`config.mk`:
```
export PLATFORM = sky130hd
export DESIGN_NAME = sram_frame_arbiter
export DESIGN_NICKNAME = d
export VERILOG_FILES = /design/src/rtl/sram_frame_arbiter.sv
export SDC_FILE = /design/constraint.sdc
export NUM_CORES = 1
export LEC_CHECK = 0
export BUFFER_PORTS_ARGS = -buffer_cell sky130_fd_sc_hd__buf_2
export CAP_MARGIN = 20
export CELL_PAD_IN_SITES_DETAIL_PLACEMENT = 2
export CELL_PAD_IN_SITES_GLOBAL_PLACEMENT = 2
export CORE_MARGIN = 3
export CORE_UTILIZATION = 34
export DETAILED_ROUTE_END_ITERATION = 7
export PLACE_DENSITY = 0.84
export SLEW_MARGIN = 20
export SYNTH_ARGS = -nofsm -noshare
export SYNTH_HDL_FRONTEND = slang
export SYNTH_SLANG_ARGS = --single-unit
```
`constraint.sdc`:
```
create_clock -name clock -period 6 [get_ports clock]
set_input_delay 0.6 -clock clock [delete_from_list [all_inputs] [get_ports clock]]
set_output_delay 0.6 -clock clock [all_outputs]
set_load 0.02 [all_outputs]
```
`src/rtl/sram_frame_arbiter.sv`:
```
// Single-port ZBT SRAM controller shared by capture, random-access and display clients.
// Owns NUM_BUFS frame buffers whose roles rotate on every frame_flag.
module sram_frame_arbiter #(
  parameter int ADDR_W   = 19,
  parameter int DATA_W   = 36,
  parameter int IMG_W    = 640,
  parameter int IMG_H    = 480,
  parameter int X_W      = 10,
  parameter int Y_W      = 10,
  parameter int NUM_BUFS = 4,
  parameter int RD_LAT   = 2
) (
  input  logic              clock,
  input  logic              reset,
  input  logic              frame_flag,
  input  logic              disp_vsync,
  input  logic              capt_valid,
  input  logic [DATA_W-1:0] capt_data,
  output logic              capt_ready,
  output logic              capt_overflow,
  input  logic              pa_req,
  input  logic              pa_we,
  input  logic [X_W-1:0]    pa_x,
  input  logic [Y_W-1:0]    pa_y,
  input  logic [DATA_W-1:0] pa_wdata,
  output logic              pa_ack,
  output logic [DATA_W-1:0] pa_rdata,
  output logic              pa_rvalid,
  input  logic              disp_req,
  output logic [DATA_W-1:0] disp_data,
  output logic              disp_valid,
  output logic [ADDR_W-1:0] sram_addr,
  output logic              sram_we_b,
  output logic              sram_oe_b,
  output logic [DATA_W-1:0] sram_dout,
  output logic              sram_dout_oe,
  input  logic [DATA_W-1:0] sram_din
);

  localparam int FRAME = IMG_W * IMG_H;
  localparam int CNT_W = $clog2(FRAME + 1);
  localparam int BW    = $clog2(NUM_BUFS);
  localparam logic [CNT_W-1:0] FRAME_C = CNT_W'(FRAME);
  localparam logic [CNT_W-1:0] LAST_C  = CNT_W'(FRAME - 1);
  localparam logic [1:0] CL_CAPT = 2'd0;
  localparam logic [1:0] CL_PA   = 2'd1;
  localparam logic [1:0] CL_DISP = 2'd2;

  function automatic logic [ADDR_W-1:0] base_of(input logic [BW-1:0] b);
    return ADDR_W'(64'(b) * 64'(FRAME));
  endfunction

  logic [BW-1:0]     capt_buf, proc_buf, next_buf, disp_buf;
  logic [CNT_W-1:0]  capt_cnt, disp_cnt, disp_cur, disp_nxt;
  logic              disp_g, capt_g, pa_g, capt_full, capt_wr;
  logic              g_valid, g_we;
  logic [1:0]        g_client;
  logic [ADDR_W-1:0] g_addr, pa_off;
  logic [DATA_W-1:0] g_wdata;

  // Per-stage transaction tags; stage k is live k+1 cycles after the grant.
  logic              t_valid  [0:RD_LAT];
  logic              t_we     [0:RD_LAT];
  logic [1:0]        t_client [0:RD_LAT];
  logic [DATA_W-1:0] t_wdata  [0:RD_LAT-1];

  assign capt_ready = capt_g;
  assign pa_ack     = pa_g;

  // Fixed-priority grant and address generation for the current cycle.
  always_comb begin
    disp_g    = ~reset & disp_req;
    capt_g    = ~reset & ~disp_req & capt_valid;
    pa_g      = ~reset & ~disp_req & ~capt_valid & pa_req;
    capt_full = (capt_cnt == FRAME_C);
    capt_wr   = capt_g & ~capt_full;
    disp_cur  = disp_vsync ? '0 : disp_cnt;
    if (disp_g) begin
      disp_nxt = (disp_cur == LAST_C) ? '0 : disp_cur + CNT_W'(1);
    end else begin
      disp_nxt = disp_cur;
    end
    pa_off   = ADDR_W'(32'(pa_y) * 32'(IMG_W) + 32'(pa_x));
    g_valid  = 1'b0;
    g_we     = 1'b0;
    g_client = CL_CAPT;
    g_addr   = '0;
    g_wdata  = '0;
    if (disp_g) begin
      g_valid  = 1'b1;
      g_client = CL_DISP;
      g_addr   = base_of(disp_buf) + ADDR_W'(disp_cur);
    end else if (capt_g) begin
      g_valid  = capt_wr;
      g_we     = 1'b1;
      g_client = CL_CAPT;
      g_addr   = base_of(capt_buf) + ADDR_W'(capt_cnt);
      g_wdata  = capt_data;
    end else if (pa_g) begin
      g_valid  = 1'b1;
      g_we     = pa_we;
      g_client = CL_PA;
      g_addr   = base_of(proc_buf) + pa_off;
      g_wdata  = pa_wdata;
    end else begin
      g_valid  = 1'b0;
    end
  end

  // Buffer roles, frame counters and the SRAM command register.
  always_ff @(posedge clock) begin
    if (reset) begin
      capt_buf      <= BW'(0);
      proc_buf      <= BW'(1);
      next_buf      <= BW'(2);
      disp_buf      <= BW'(3);
      capt_cnt      <= '0;
      disp_cnt      <= '0;
      capt_overflow <= 1'b0;
      sram_addr     <= '0;
      sram_we_b     <= 1'b1;
    end else begin
      if (frame_flag) begin
        proc_buf <= capt_buf;
        next_buf <= proc_buf;
        disp_buf <= next_buf;
        capt_buf <= disp_buf;
        capt_cnt <= '0;
      end else if (capt_wr) begin
        capt_cnt <= capt_cnt + CNT_W'(1);
      end
      disp_cnt      <= disp_nxt;
      capt_overflow <= capt_g & capt_full;
      if (g_valid) begin
        sram_addr <= g_addr;
      end
      sram_we_b <= ~(g_valid & g_we);
    end
  end

  // Tag pipeline plus the data-phase drive and read-data capture.
  always_ff @(posedge clock) begin
    if (reset) begin
      for (int k = 0; k <= RD_LAT; k++) begin
        t_valid[k]  <= 1'b0;
        t_we[k]     <= 1'b0;
        t_client[k] <= CL_CAPT;
      end
      for (int k = 0; k < RD_LAT; k++) begin
        t_wdata[k] <= '0;
      end
      sram_dout    <= '0;
      sram_dout_oe <= 1'b0;
      sram_oe_b    <= 1'b1;
      pa_rdata     <= '0;
      pa_rvalid    <= 1'b0;
      disp_data    <= '0;
      disp_valid   <= 1'b0;
    end else begin
      t_valid[0]  <= g_valid;
      t_we[0]     <= g_we;
      t_client[0] <= g_client;
      t_wdata[0]  <= g_wdata;
      for (int k = 1; k <= RD_LAT; k++) begin
        t_valid[k]  <= t_valid[k-1];
        t_we[k]     <= t_we[k-1];
        t_client[k] <= t_client[k-1];
      end
      for (int k = 1; k < RD_LAT; k++) begin
        t_wdata[k] <= t_wdata[k-1];
      end
      sram_dout_oe <= t_valid[RD_LAT-1] & t_we[RD_LAT-1];
      sram_oe_b    <= ~(t_valid[RD_LAT-1] & ~t_we[RD_LAT-1]);
      if (t_valid[RD_LAT-1] & t_we[RD_LAT-1]) begin
        sram_dout <= t_wdata[RD_LAT-1];
      end
      pa_rvalid  <= t_valid[RD_LAT] & ~t_we[RD_LAT] & (t_client[RD_LAT] == CL_PA);
      disp_valid <= t_valid[RD_LAT] & ~t_we[RD_LAT] & (t_client[RD_LAT] == CL_DISP);
      if (t_valid[RD_LAT] & ~t_we[RD_LAT] & (t_client[RD_LAT] == CL_PA)) begin
        pa_rdata <= sram_din;
      end
      if (t_valid[RD_LAT] & ~t_we[RD_LAT] & (t_client[RD_LAT] == CL_DISP)) begin
        disp_data <= sram_din;
      end
    end
  end

endmodule

```
# --- After elaboration in Yosys (flattened, before gate mapping) ---
# Memory sizes are Yosys's and may differ from the RTL's. A register that Yosys moved wholly into a read port is not among the register bits.
# Index checks and enable logic that the tools add are counted.
op_classes:
  addsub: 6
  n_mul: 4
  eq_ne: 4
  n_mux: 32
  n_bitwise: 32
  n_reduce_logical: 1
ops:
  columns: ["op", "count"]
  rows:
  - ["2-to-1 mux 36 bit", 5]
  - ["2-to-1 mux 19 bit", 6]
  - ["adder 19 bit", 3]
  - ["adder 19 x 1 -> 19 bit (second input constant)", 2]
  - ["equality test 19 bit (second input constant)", 2]
  - ["multiplier 2 x 7 -> 7 bit (second input constant)", 3]
  - ["adder 19 x 10 -> 19 bit", 1]
  - ["2-to-1 mux 1 bit", 17]
  - ["bitwise AND 1 bit", 13]
  - ["multiplier 10 x 3 -> 12 bit (second input constant)", 1]
  - ["bitwise OR 1 bit", 11]
  - ["2-to-1 mux 2 bit", 4]
  - ["inverter 1 bit", 8]
  - ["equality test 2 x 1 -> 1 bit (second input constant)", 1]
  - ["equality test 2 bit (second input constant)", 1]
  - ["OR reduction 2 bit", 1]
word_totals:
  ff_bits: 143
  ram_bits: 84
  output_inout_bits: 135
  word_cells: 98
  memories: 4
mem_list:
  columns: ["name", "depth", "width", "rd", "rd_clocked_by_memory_dff", "wr", "line_no", "source"]
  rows:
  - ["t_wdata", 2, 36, 2, 1, 2, "65", "logic [DATA_W-1:0] t_wdata [0:RD_LAT-1];"]
  - ["t_client", 3, 2, 3, 0, 3, "64", "logic [1:0] t_client [0:RD_LAT];"]
  - ["t_valid", 3, 1, 3, 0, 3, "62", "logic t_valid [0:RD_LAT];"]
  - ["t_we", 3, 1, 3, 0, 3, "63", "logic t_we [0:RD_LAT];"]

# --- Longest topological paths before layout ---
# Gate-level depths: netlist of run 1.
depth:
  word_depth: 9
  depth_mapped: 15
  mapped_depth_nobuf: 15

# --- Worst setup path before layout of run 1 ---
# Ideal clock, no wire load.
synth_timing:
  kind: "input -> register"
  startpoint: "input pa_y[1]"
  endpoint: "register sram_addr[16]"
  arrival_ns: 3.308
  t_required_ns: 5.912
  slack_ns: 2.604
  cell_stages: 12
  cell_sequence: "ha_1 ha_1 fa_1 a211oi_1 o21bai_1 a21oi_1 xnor2_1 ha_1 or2b_1 o41ai_1 a211oi_2 nor4_2"
synth_via:
  elab_chain_cells: 6
synth_rtl:
  columns: ["element", "line_no", "source"]
  rows:
  - ["start: declaration", "24", "input logic [Y_W-1:0] pa_y,"]
  - ["multiplier 10 x 3 -> 12 bit", "83", "pa_off = ADDR_W'(32'(pa_y) * 32'(IMG_W) + 32'(pa_x));"]
  - ["adder 19 x 10 -> 19 bit", "83", null]
  - ["adder 19 bit", "103", "g_addr = base_of(proc_buf) + pa_off;"]
  - ["2-to-1 mux 19 bit", "99", "end else if (pa_g) begin"]
  - ["2-to-1 mux 19 bit", "93", "end else if (capt_g) begin"]
  - ["2-to-1 mux 19 bit", "89", "if (disp_g) begin"]
  - ["end signal: assignment", "135", "sram_addr <= g_addr;"]
  - ["end: declaration", "32", "output logic [ADDR_W-1:0] sram_addr,"]
# Every way passes these cells.
# A chain may end at the register's enable or synchronous reset.

# --- Final worst setup path of run 1 ---
layout_timing:
  startpoint: "input pa_y[2]"
  endpoint: "register sram_addr[16]"
# The elaborated chain is that of the path after synthesis.

==> reports/qor.csv, run 1 <==
stage,metric,value,unit
pwr,Power Internal,0.00306,W
cells_and_area,final instance area,13600,um^2
pwr,P_sw,0.00100,W
clocking,H-tree depth,1,
run,maxcap violations,0,
synth,Yosys Warn Count,0,
setup_path,worst r2r path cells,10,
timing,min Tclk post-route,3.43,ns
die,Initial Util,34.6,%
cells_and_area,area of the multi-input gates,5250,um^2
cells_and_area,fillcell total,3521,
global_route,vias in the first global route,10300,
setup_path,Crit Path Category,in2reg,
route,first-pass iteration count of the detailed router,4,
die,total core area,31600,um^2
synth,syn_nets,1399,
pwr,worst vdd ir,198,uV
timing,Clock Skews,0.0256,ns
timing,Final Hold Fails,0,
synth,Post-Syn Area per Cell,9.04,um^2
placement,"worst slack, placed",2.04,ns
timing,WHS,0.253,ns
timing,final worst-path cycle share,57.2,%
timing,setup ws final,2.57,ns
setup_path,CP required,6.43,ns
die,Rows,65,
setup_path,crit start category,primary input,
synth,Post-synth EDFFs,0,
route,vias,9720,
timing,worst-margin pin slew,0.833,ns
synth,top cell type by total area after synthesis,dfxtp_1,
placement,Port Buf Inserts,270,
cells_and_area,final net count,1647,
global_route,largest net degree at the start of global routing,100,
synth,Synth cell types,76,
synth,top-count cell post-synth,dfxtp_1,
clocking,Clock Latency Late Sink,0.57,ns
synth,Post-synth top flop,dfxtp_1,
die,die area,34300,um^2
placement,Detail Placement HPWL,26700,um
timing,max-slew violations,0,
pwr,part of the power in registers,44.3,%
cells_and_area,Syn-to-layout area delta,24.0,%
die,IO Pins,271,
synth,Post-synth top cells,"dfxtp_1 (263), nand2_1 (261), a21oi_1 (136), nor2_1 (63), nor2b_1 (62)",
global_route,initial antenna violation count,3,
placement,placed cell area,12500,um^2
placement,Routability Congestion,0.823,
route,Via density,5.17,
pwr,sw frac,24.7,%
synth,leading post-synthesis cells by cell area,"dfxtp_1 (48%), nand2_1 (9.0%), a21oi_1 (6.2%)",
cells_and_area,flip-flop and latch area,5270,um^2
synth,Cells after Synth,1210,
global_route,first-pass GRT wire length,57800,um
synth,Yosys reg bits,263,
pwr,clock share of power,45.9,%
clocking,CTS max path bufs,3,
route,"antenna viol nets, final",0,
route,Initial DRC Count,452,
timing,RSZ-0062 raised after global routing,false,
global_route,GRT Overall Usage,21.0,%
pwr,power share of the combinational group,9.8,%
clocking,CTS root buf,clkbuf_16,
global_route,gr ovfl total,0,
timing,max_slew headroom,44.5,%
clocking,cts bufs inserted,29,
timing,setup_tns,0,ns
route,drt drc,0,
clocking,Worst-path clk slew,0.07,ns
pwr,Pwr Density,300,nW/um^2
clocking,hold_buf cts,0,
pwr,Lkg Pwr,5.73,nW
timing,final setup fails,0,
hold_path,worst hold path type,in2reg,
cells_and_area,share of cells above drive strength 1,24.1,%
clocking,TritonCTS clock tree,done,
die,die span in y,185,um
die,chip width,185,um
route,WL final,38800,um
synth,asr flop ratio synth,0,%
setup_path,crit path DAT,3.86,ns
run_status,outcome,"complete, no violations",
timing,Max Freq,0.291,GHz
synth,Post-Syn Area,10900,um^2
setup_path,crit end category,flop,
route,Avg WL per Cell,20.6,um
clocking,"Setup Fix Bufs, Post-CTS",0,
hold_path,Worst Hold Path Cells,2,
synth,"Seq/Total Area, Yosys",48.2,%
clocking,Sink Count,263,
synth,share of the synthesized area in the top cell type,48.2,%
clocking,cts repair resizes,0,
setup_path,Critical Path Fanout Max,6,
worst max-delay path: stages:
cell,delay (ns)
buf_2,0.11
ha_1,0.33
ha_1,0.31
a21o_1,0.20
a21oi_1,0.25
nor2b_1,0.11
o21ai_0,0.22
nor2b_1,0.19
xnor2_1,0.09
ha_1,0.40
a21oi_1,0.24
o22ai_1,0.13
a21oi_1,0.18
o21ai_0,0.18
a211oi_2,0.25
nor4_2,0.07
power by group through the flow:
| stage | Combinational (W) | Clock, W | Sequential [W] |
|---|---|---|---|
| global placement | 0.000375 | 0 | 0.00184 |
| floorplan | 0.000242 | 0 | 0.00184 |
| CTS | 0.000399 | 0.00191 | 0.00180 |
| global route | 0.000441 | 0.00199 | 0.00180 |
| detailed placement | 0.000393 | 0 | 0.00184 |
| finish | 0.000399 | 0.00186 | 0.00180 |
registers in the layout (all words and copies together) (netlist names), 6 cells and up:
| register | count |
|---|---|
| t_wdata | 72 |
| disp_data | 36 |
| pa_rdata | 36 |
| sram_dout | 36 |
| capt_cnt | 19 |
| disp_cnt | 19 |
| sram_addr | 19 |
| t_client | 6 |
routing by layer:
| metal | wire length [um] | part of all wire (%) | vias up | global-route usage, % |
|---|---|---|---|---|
| met4 | 955 | 2.5 | 4 | 5.19 |
| met2 | 19600 | 51 | 243 | 37.9 |
| met5 | 20 | 0.052 | - | 0 |
| met3 | 1850 | 4.8 | 63 | 2.99 |
| li1 | - | - | 4624 | - |
| met1 | 16300 | 42 | 4786 | 26.4 |
cell usage in the layout (no fill, tap or decap), types with 8 or more instances in the layout:
master,instances
nand3_1,18
nor3_1,14
a21oi_1,136
xnor2_1,36
dfxtp_1,263
nor2_1,63
buf_4,8
o21ai_0,15
clkbuf_16,29
inv_1,26
xor2_1,18
nor2b_1,62
ha_1,49
mux2i_1,9
a221oi_1,8
nand2_1,261
buf_2,269
a22o_1,41
layout make-up:
| class | instances | area share (%) |
|---|---|---|
| Antenna cell | 1 | 0.0185 |
| Clock buffer | 37 | 5.65 |
| Clock inverter | 13 | 1.59 |
| Inverter | 30 | 0.849 |
| Multi-Input combinational cell | 855 | 38.7 |
| Sequential cell | 263 | 38.8 |
| Tap cell | 402 | 3.71 |
| Timing Repair Buffer | 279 | 10.7 |
per-stage QoR:
step / util [%] / power, W / std cells
global placement: 39.7 / 0.00221 / 1828
finish: 42.9 / 0.00406 / 1880
floorplan: - / 0.00208 / 1210
CTS: 42.8 / 0.00411 / 1878
detailed placement: 39.7 / 0.00223 / 1828
global route: 42.9 / 0.00423 / 1880
kinds of logic after synthesis:
| group | after synthesis | synth area share, % |
|---|---|---|
| simple gates | 481 | 20.7 |
| flops | 263 | 48.2 |
| compound gates | 258 | 15.8 |
| buf+inv | 92 | 3.88 |
| xor+xnor | 54 | 4.33 |
| fa+ha+maj | 53 | 6.34 |
| mux | 9 | 0.824 |
final timing paths:
check / from / endpoint / slack [ns]
setup / recovery: pa_y[2] / sram_addr[16] / 2.57
hold / removal: capt_data[23] / t_wdata[0][23] / 0.25
hold reg to reg: t_wdata[0][2] / t_wdata[1][2] / 0.44
setup reg to reg: capt_buf[0] / sram_addr[18] / 3.13
(Power assumes the default switching activity.)
==> run 2: changes to the inputs <==
CORE_UTILIZATION = 32   (was 34)
PLACE_DENSITY = 0.79   (was 0.84)
clock period = 3.31 ns   (was 6 ns; I/O delays follow)
==> run 2 against run 1 <==
First-iteration DRC count fell by 1.8%. Largest power group unchanged. Die area up 6.0%. Clock-buffer cell count rose by 2. Register-to-register slack got worse by 2.7 ns. Clock skew fell by 0.0012 ns. Design area increased by 7.9%. Combinational power up 120%.
==> reports/qor.csv, run 2 (synthesized netlist as in run 1, its figures left out) <==
stage,metric,value,unit
clocking,Worst-path clk slew,0.05,ns
setup_path,Crit-path slowest cell,dlygate4sd3_1,
clocking,Clock Latency Late Sink,0.58,ns
timing,Max Freq,0.333,GHz
die,Rows,67,
timing,Clock Skews,0.0244,ns
clocking,H-tree depth,1,
hold_path,Hold Path End,t_wdata[0][18],
setup_path,most common cell type on the critical path,buf_4,
pwr,power share of the combinational group,11.3,%
clocking,"Setup Fix Bufs, Post-CTS",0,
setup_path,worst path bufs/invs,6,
timing,final setup fails,0,
cells_and_area,final instance area,14600,um^2
hold_path,HP Start,capt_data[18],
route,"antenna viol nets, final",0,
die,Initial Util,32.5,%
clocking,CTS root buf,clkbuf_16,
timing,max_slew headroom,27.0,%
timing,worst-margin pin slew,1.09,ns
timing,final worst-path cycle share,90.8,%
setup_path,CP required,2.98,ns
run_status,outcome,"complete, no violations",
timing,setup ws final,0.304,ns
clocking,hold_buf cts,78,
route,drt drc,0,
setup_path,crit end category,primary output,
global_route,gr ovfl total,0,
setup_path,crit path DAT,2.68,ns
pwr,P_sw,0.00196,W
run,maxcap violations,0,
pwr,Power Internal,0.00567,W
setup_path,Worst R2R End,sram_addr[17],
route,vias,10300,
setup_path,crit-path cells,dlygate4sd3_1 > buf_6 > nor2_1 > nand2_1 > clkinv_1 > buf_4 > buf_4 > buf_2,
pwr,worst vdd ir,382,uV
setup_path,worst r2r path cells,10,
global_route,GRT Overall Usage,23.3,%
global_route,initial antenna violation count,3,
setup_path,reg2reg start,capt_buf[0],
clocking,Sink Count,263,
clocking,TritonCTS clock tree,done,
setup_path,R2R setup slack,0.44,ns
global_route,largest net degree at the start of global routing,98,
cells_and_area,"commonest non-fill, non-tap cell in the layout",buf_2,
die,die span in y,191,um
placement,Port Buf Inserts,270,
pwr,clock share of power,45.8,%
clocking,cts repair resizes,0,
route,WL final,43800,um
timing,max-slew violations,0,
setup_path,CP top delay family,buffers and inverters,
route,Via density,5.08,
timing,Final Hold Fails,0,
die,total core area,33600,um^2
cells_and_area,max reg flops,72,
cells_and_area,Largest Register,t_wdata,
cells_and_area,share of cells above drive strength 1,24.4,%
clocking,cts bufs inserted,30,
die,IO Pins,271,
cells_and_area,Syn-to-layout area delta,33.8,%
route,Initial DRC Count,444,
timing,min Tclk post-route,3.01,ns
global_route,vias in the first global route,11600,
setup_path,CP peak stage delay,0.55,ns
timing,RSZ-0062 raised after global routing,false,
route,first-pass iteration count of the detailed router,6,
setup_path,crit start category,primary input,
placement,Detail Placement HPWL,27200,um
placement,Routability Congestion,0.787,
placement,"worst slack, placed",-0.201,ns
die,die area,36400,um^2
clocking,CTS max path bufs,3,
cells_and_area,final net count,1750,
pwr,sw frac,25.7,%
hold_path,Worst Hold Path Cells,2,
pwr,Lkg Pwr,6.24,nW
setup_path,Crit Path Category,in2out,
hold_path,worst hold path type,in2reg,
pwr,part of the power in registers,42.8,%
route,Avg WL per Cell,21.5,um
die,chip width,191,um
cells_and_area,most frequent cells in the layout,"buf_2 (269), dfxtp_1 (263), nand2_1 (261), a21oi_1 (136), dlygate4sd3_1 (80)",
pwr,Pwr Density,521,nW/um^2
global_route,first-pass GRT wire length,67300,um
setup_path,Critical Path Fanout Max,37,
placement,placed cell area,12800,um^2
## run 2: layout make-up
type,count,area (um^2)
tap,448,561
clock inverter,17,196
antenna,3,7.51
multi-input combinational,855,5250
clock buffer,39,845
sequential,263,5270
timing repair buffer,381,2390
inverter,30,115
fill,3692,19000
## run 2: per-stage QoR
| stage | utilization (%) | hold WS, ns | power, W | setup TNS, ns | cells |
|---|---|---|---|---|---|
| after floorplan | - | 0.414 | 0.00378 | 0 | 1210 |
| after global placement | 38.0 | 0.418 | 0.00407 | -0.220 | 1897 |
| after detailed placement | 38.0 | 0.425 | 0.00411 | -0.583 | 1897 |
| after CTS | 43.4 | 0.00218 | 0.00765 | 0 | 2031 |
| after global routing | 43.5 | -0.000150 | 0.00794 | 0 | 2035 |
| final | 43.5 | 0.0160 | 0.00762 | 0 | 2036 |
## run 2: worst max path at each step
stage / start / to / slack (ns) / cells past startpoint
2_1_floorplan: pa_y[1] / sram_addr[16] / 0.18 / 12
5_1_grt: pa_y[2] / sram_addr[16] / 0.12 / 16
6_report: reset / pa_ack / 0.30 / 8
4_1_cts: pa_y[1] / sram_addr[16] / 0.34 / 14
3_3_place_gp: pa_y[1] / sram_addr[16] / -0.12 / 14
3_5_place_dp: pa_y[1] / sram_addr[16] / -0.20 / 14
## run 2: power groups by stage
stage / sequential [W] / clock [W] / combinational, W
final: 0.00326 / 0.00349 / 0.000865
after CTS: 0.00326 / 0.00353 / 0.000857
after floorplan: 0.00334 / 0 / 0.000439
after global placement: 0.00333 / 0 / 0.000744
after global routing: 0.00327 / 0.00373 / 0.000949
after detailed placement: 0.00333 / 0 / 0.000778
## run 2: layer usage
layer	global-route usage [%]	share of wire, %	vias up
met5	0	0.036	-
met4	7.73	3.3	2
met3	3.84	5.0	89
met2	42.8	51	286
met1	27.4	41	5133
li1	-	-	4831
==> run 3: changes to the inputs <==
--- a/config.mk
+++ b/config.mk
@@ -14,3 +14,3 @@
 export DETAILED_ROUTE_END_ITERATION = 7
-export PLACE_DENSITY = 0.79
+export PLACE_DENSITY = 0.82
 export SLEW_MARGIN = 20
==> constraint.sdc (replaced) <==
create_clock -name clock -period 3.31 [get_ports clock]
set_input_delay 0.1655 -clock clock [delete_from_list [all_inputs] [get_ports clock]]
set_output_delay 0.1655 -clock clock [all_outputs]
set_load 0.02 [all_outputs]
==> run 3 against run 2 <==
The run now ends with negative hold slack left. Critical path depth rose by 5. Hold slack worse by 0.016 ns. First-iteration DRC count is 32% higher. Core utilization is 0.85 points higher. Flip-flop and latch count unchanged. Largest cell class unchanged. Highest routed layer is now met4.
==> reports/qor.csv, run 3 (synthesized netlist as in run 1, its figures left out) <==
stage,metric,value,unit
timing,setup_tns,0,ns
clocking,H-tree depth,1,
cells_and_area,final instance area,14900,um^2
run,maxcap violations,0,
clocking,CTS root buf,clkbuf_16,
die,IO Pins,271,
clocking,"Setup Fix Bufs, Post-CTS",0,
global_route,initial antenna violation count,3,
pwr,Lkg Pwr,6.36,nW
timing,max_slew headroom,31.0,%
timing,RSZ-0062 raised after global routing,false,
global_route,GRT Overall Usage,25.7,%
cells_and_area,fillcell total,3636,
route,Avg WL per Cell,23.6,um
route,WL final,48500,um
timing,final setup fails,0,
route,Via density,5.24,
pwr,worst vdd ir,404,uV
placement,placed cell area,12700,um^2
route,Initial DRC Count,586,
setup_path,Critical Path Fanout Max,6,
global_route,largest net degree at the start of global routing,92,
timing,Max Freq,0.349,GHz
die,total core area,33600,um^2
route,"antenna viol nets, final",0,
pwr,Pwr Density,532,nW/um^2
clocking,Sink Count,263,
placement,Detail Placement HPWL,27100,um
setup_path,crit path DAT,3.35,ns
clocking,CTS max path bufs,3,
die,Initial Util,32.5,%
global_route,vias in the first global route,12000,
timing,final worst-path cycle share,86.6,%
timing,setup ws final,0.443,ns
cells_and_area,max reg flops,72,
die,Rows,67,
setup_path,CP required,3.79,ns
cells_and_area,Largest Register,t_wdata,
die,chip width,191,um
clocking,TritonCTS clock tree,done,
timing,Final Hold Fails,1,
cells_and_area,"commonest non-fill, non-tap cell in the layout",buf_2,
setup_path,crit end category,flop,
setup_path,Crit Path Category,in2reg,
route,drt drc,0,
setup_path,crit start category,primary input,
hold_path,worst hold path type,in2reg,
global_route,gr ovfl total,0,
clocking,cts bufs inserted,30,
global_route,first-pass GRT wire length,72900,um
placement,Port Buf Inserts,270,
timing,Clock Skews,0.0191,ns
placement,placed cell count,1881,
timing,max-slew violations,0,
die,die span in y,191,um
run_status,outcome,"finished, violations left",
timing,min Tclk post-route,2.87,ns
timing,WHS,-0.000294,ns
timing,worst-margin pin slew,1.03,ns
placement,"worst slack, placed",-0.0852,ns
cells_and_area,share of cells above drive strength 1,23.2,%
route,vias,10700,
die,die area,36400,um^2
cells_and_area,final net count,1766,
clocking,Worst-path clk slew,0.07,ns
placement,Routability Congestion,0.804,
cells_and_area,final std cells w/o fill,2051,
clocking,Clock Latency Late Sink,0.58,ns
run_status,violated checks,negative hold slack,
cells_and_area,most frequent cells in the layout,"buf_2 (269), dfxtp_1 (263), nand2_1 (261), a21oi_1 (136), dlygate4sd3_1 (112)",
route,first-pass iteration count of the detailed router,6,
cells_and_area,Syn-to-layout area delta,36.4,%
run 3: cell count changes in the layout (fill, tap and decap cells not counted), sizes merged:
| cell | delta |
|---|---|
| clkbuf | -2 |
| bufinv | +3 |
| clkinv | -6 |
| dlygate4sd3 | +32 |
| diode | -1 |
| buf | -16 |
| clkinvlp | +4 |
| inv | +1 |
run 3: final timing paths:
kind | startpoint | end | slack, ns | depth (start not counted)
max | pa_y[1] | sram_addr[16] | 0.44 | 13
min | pa_x[5] | sram_addr[5] | -0.0003 | 3
max reg2reg | capt_buf[0] | sram_addr[18] | 0.53 | 10
min reg2reg | t_wdata[0][3] | t_wdata[1][3] | 0.44 | 1
run 3: power by group:
group	switching, W	total [W]	internal (W)
Combinational	0.000472	0.000849	0.000376
Sequential	0.0000430	0.00327	0.00323
Clock	0.00154	0.00381	0.00227
run 3: through the flow:
| step | utilization [%] | power, W |
|---|---|---|
| after floorplan | - | 0.00378 |
| after global placement | 37.6 | 0.00401 |
| after detailed placement | 37.6 | 0.00405 |
| after CTS | 44.3 | 0.00788 |
| after global routing | 44.4 | 0.00820 |
| final | 44.4 | 0.00793 |
run 3: area by class of cell:
cell class,count,area [um^2],share of cell area (%)
diodes,2,5.00,0.0336
well taps,448,561,3.76
multi-input cells,855,5250,35.2
clock buffers,37,827,5.55
repair buffers,397,2590,17.4
clock inverters,19,302,2.02
inverters,30,115,0.772
flip-flops and latches,263,5270,35.3
run 3: critical path, cell delays in order:
cell      delay [ns]
buf_2           0.11
ha_1            0.28
ha_1            0.23
fa_1            0.44
a211oi_1        0.31
o21bai_1        0.13
a21oi_1         0.19
xnor2_1         0.10
ha_1            0.38
or2b_1          0.26
o41ai_1         0.36
a211oi_2        0.14
nor4_2          0.25
run 3: routing by layer:
layer  GRT usage [%]  vias up  part of all wire [%]
met1            27.8     5383                    38
met4            11.5        0                   4.9
met2            47.9      359                    52
li1                -     4859                     -
met3            5.31      137                   5.2
met5               0        -                     0
run 3: repair_timing:
action / CTS / global route
hold buffers: 112 / 0
gates resized for setup: 0 / 0
hold endpoints to repair: 114 / 0
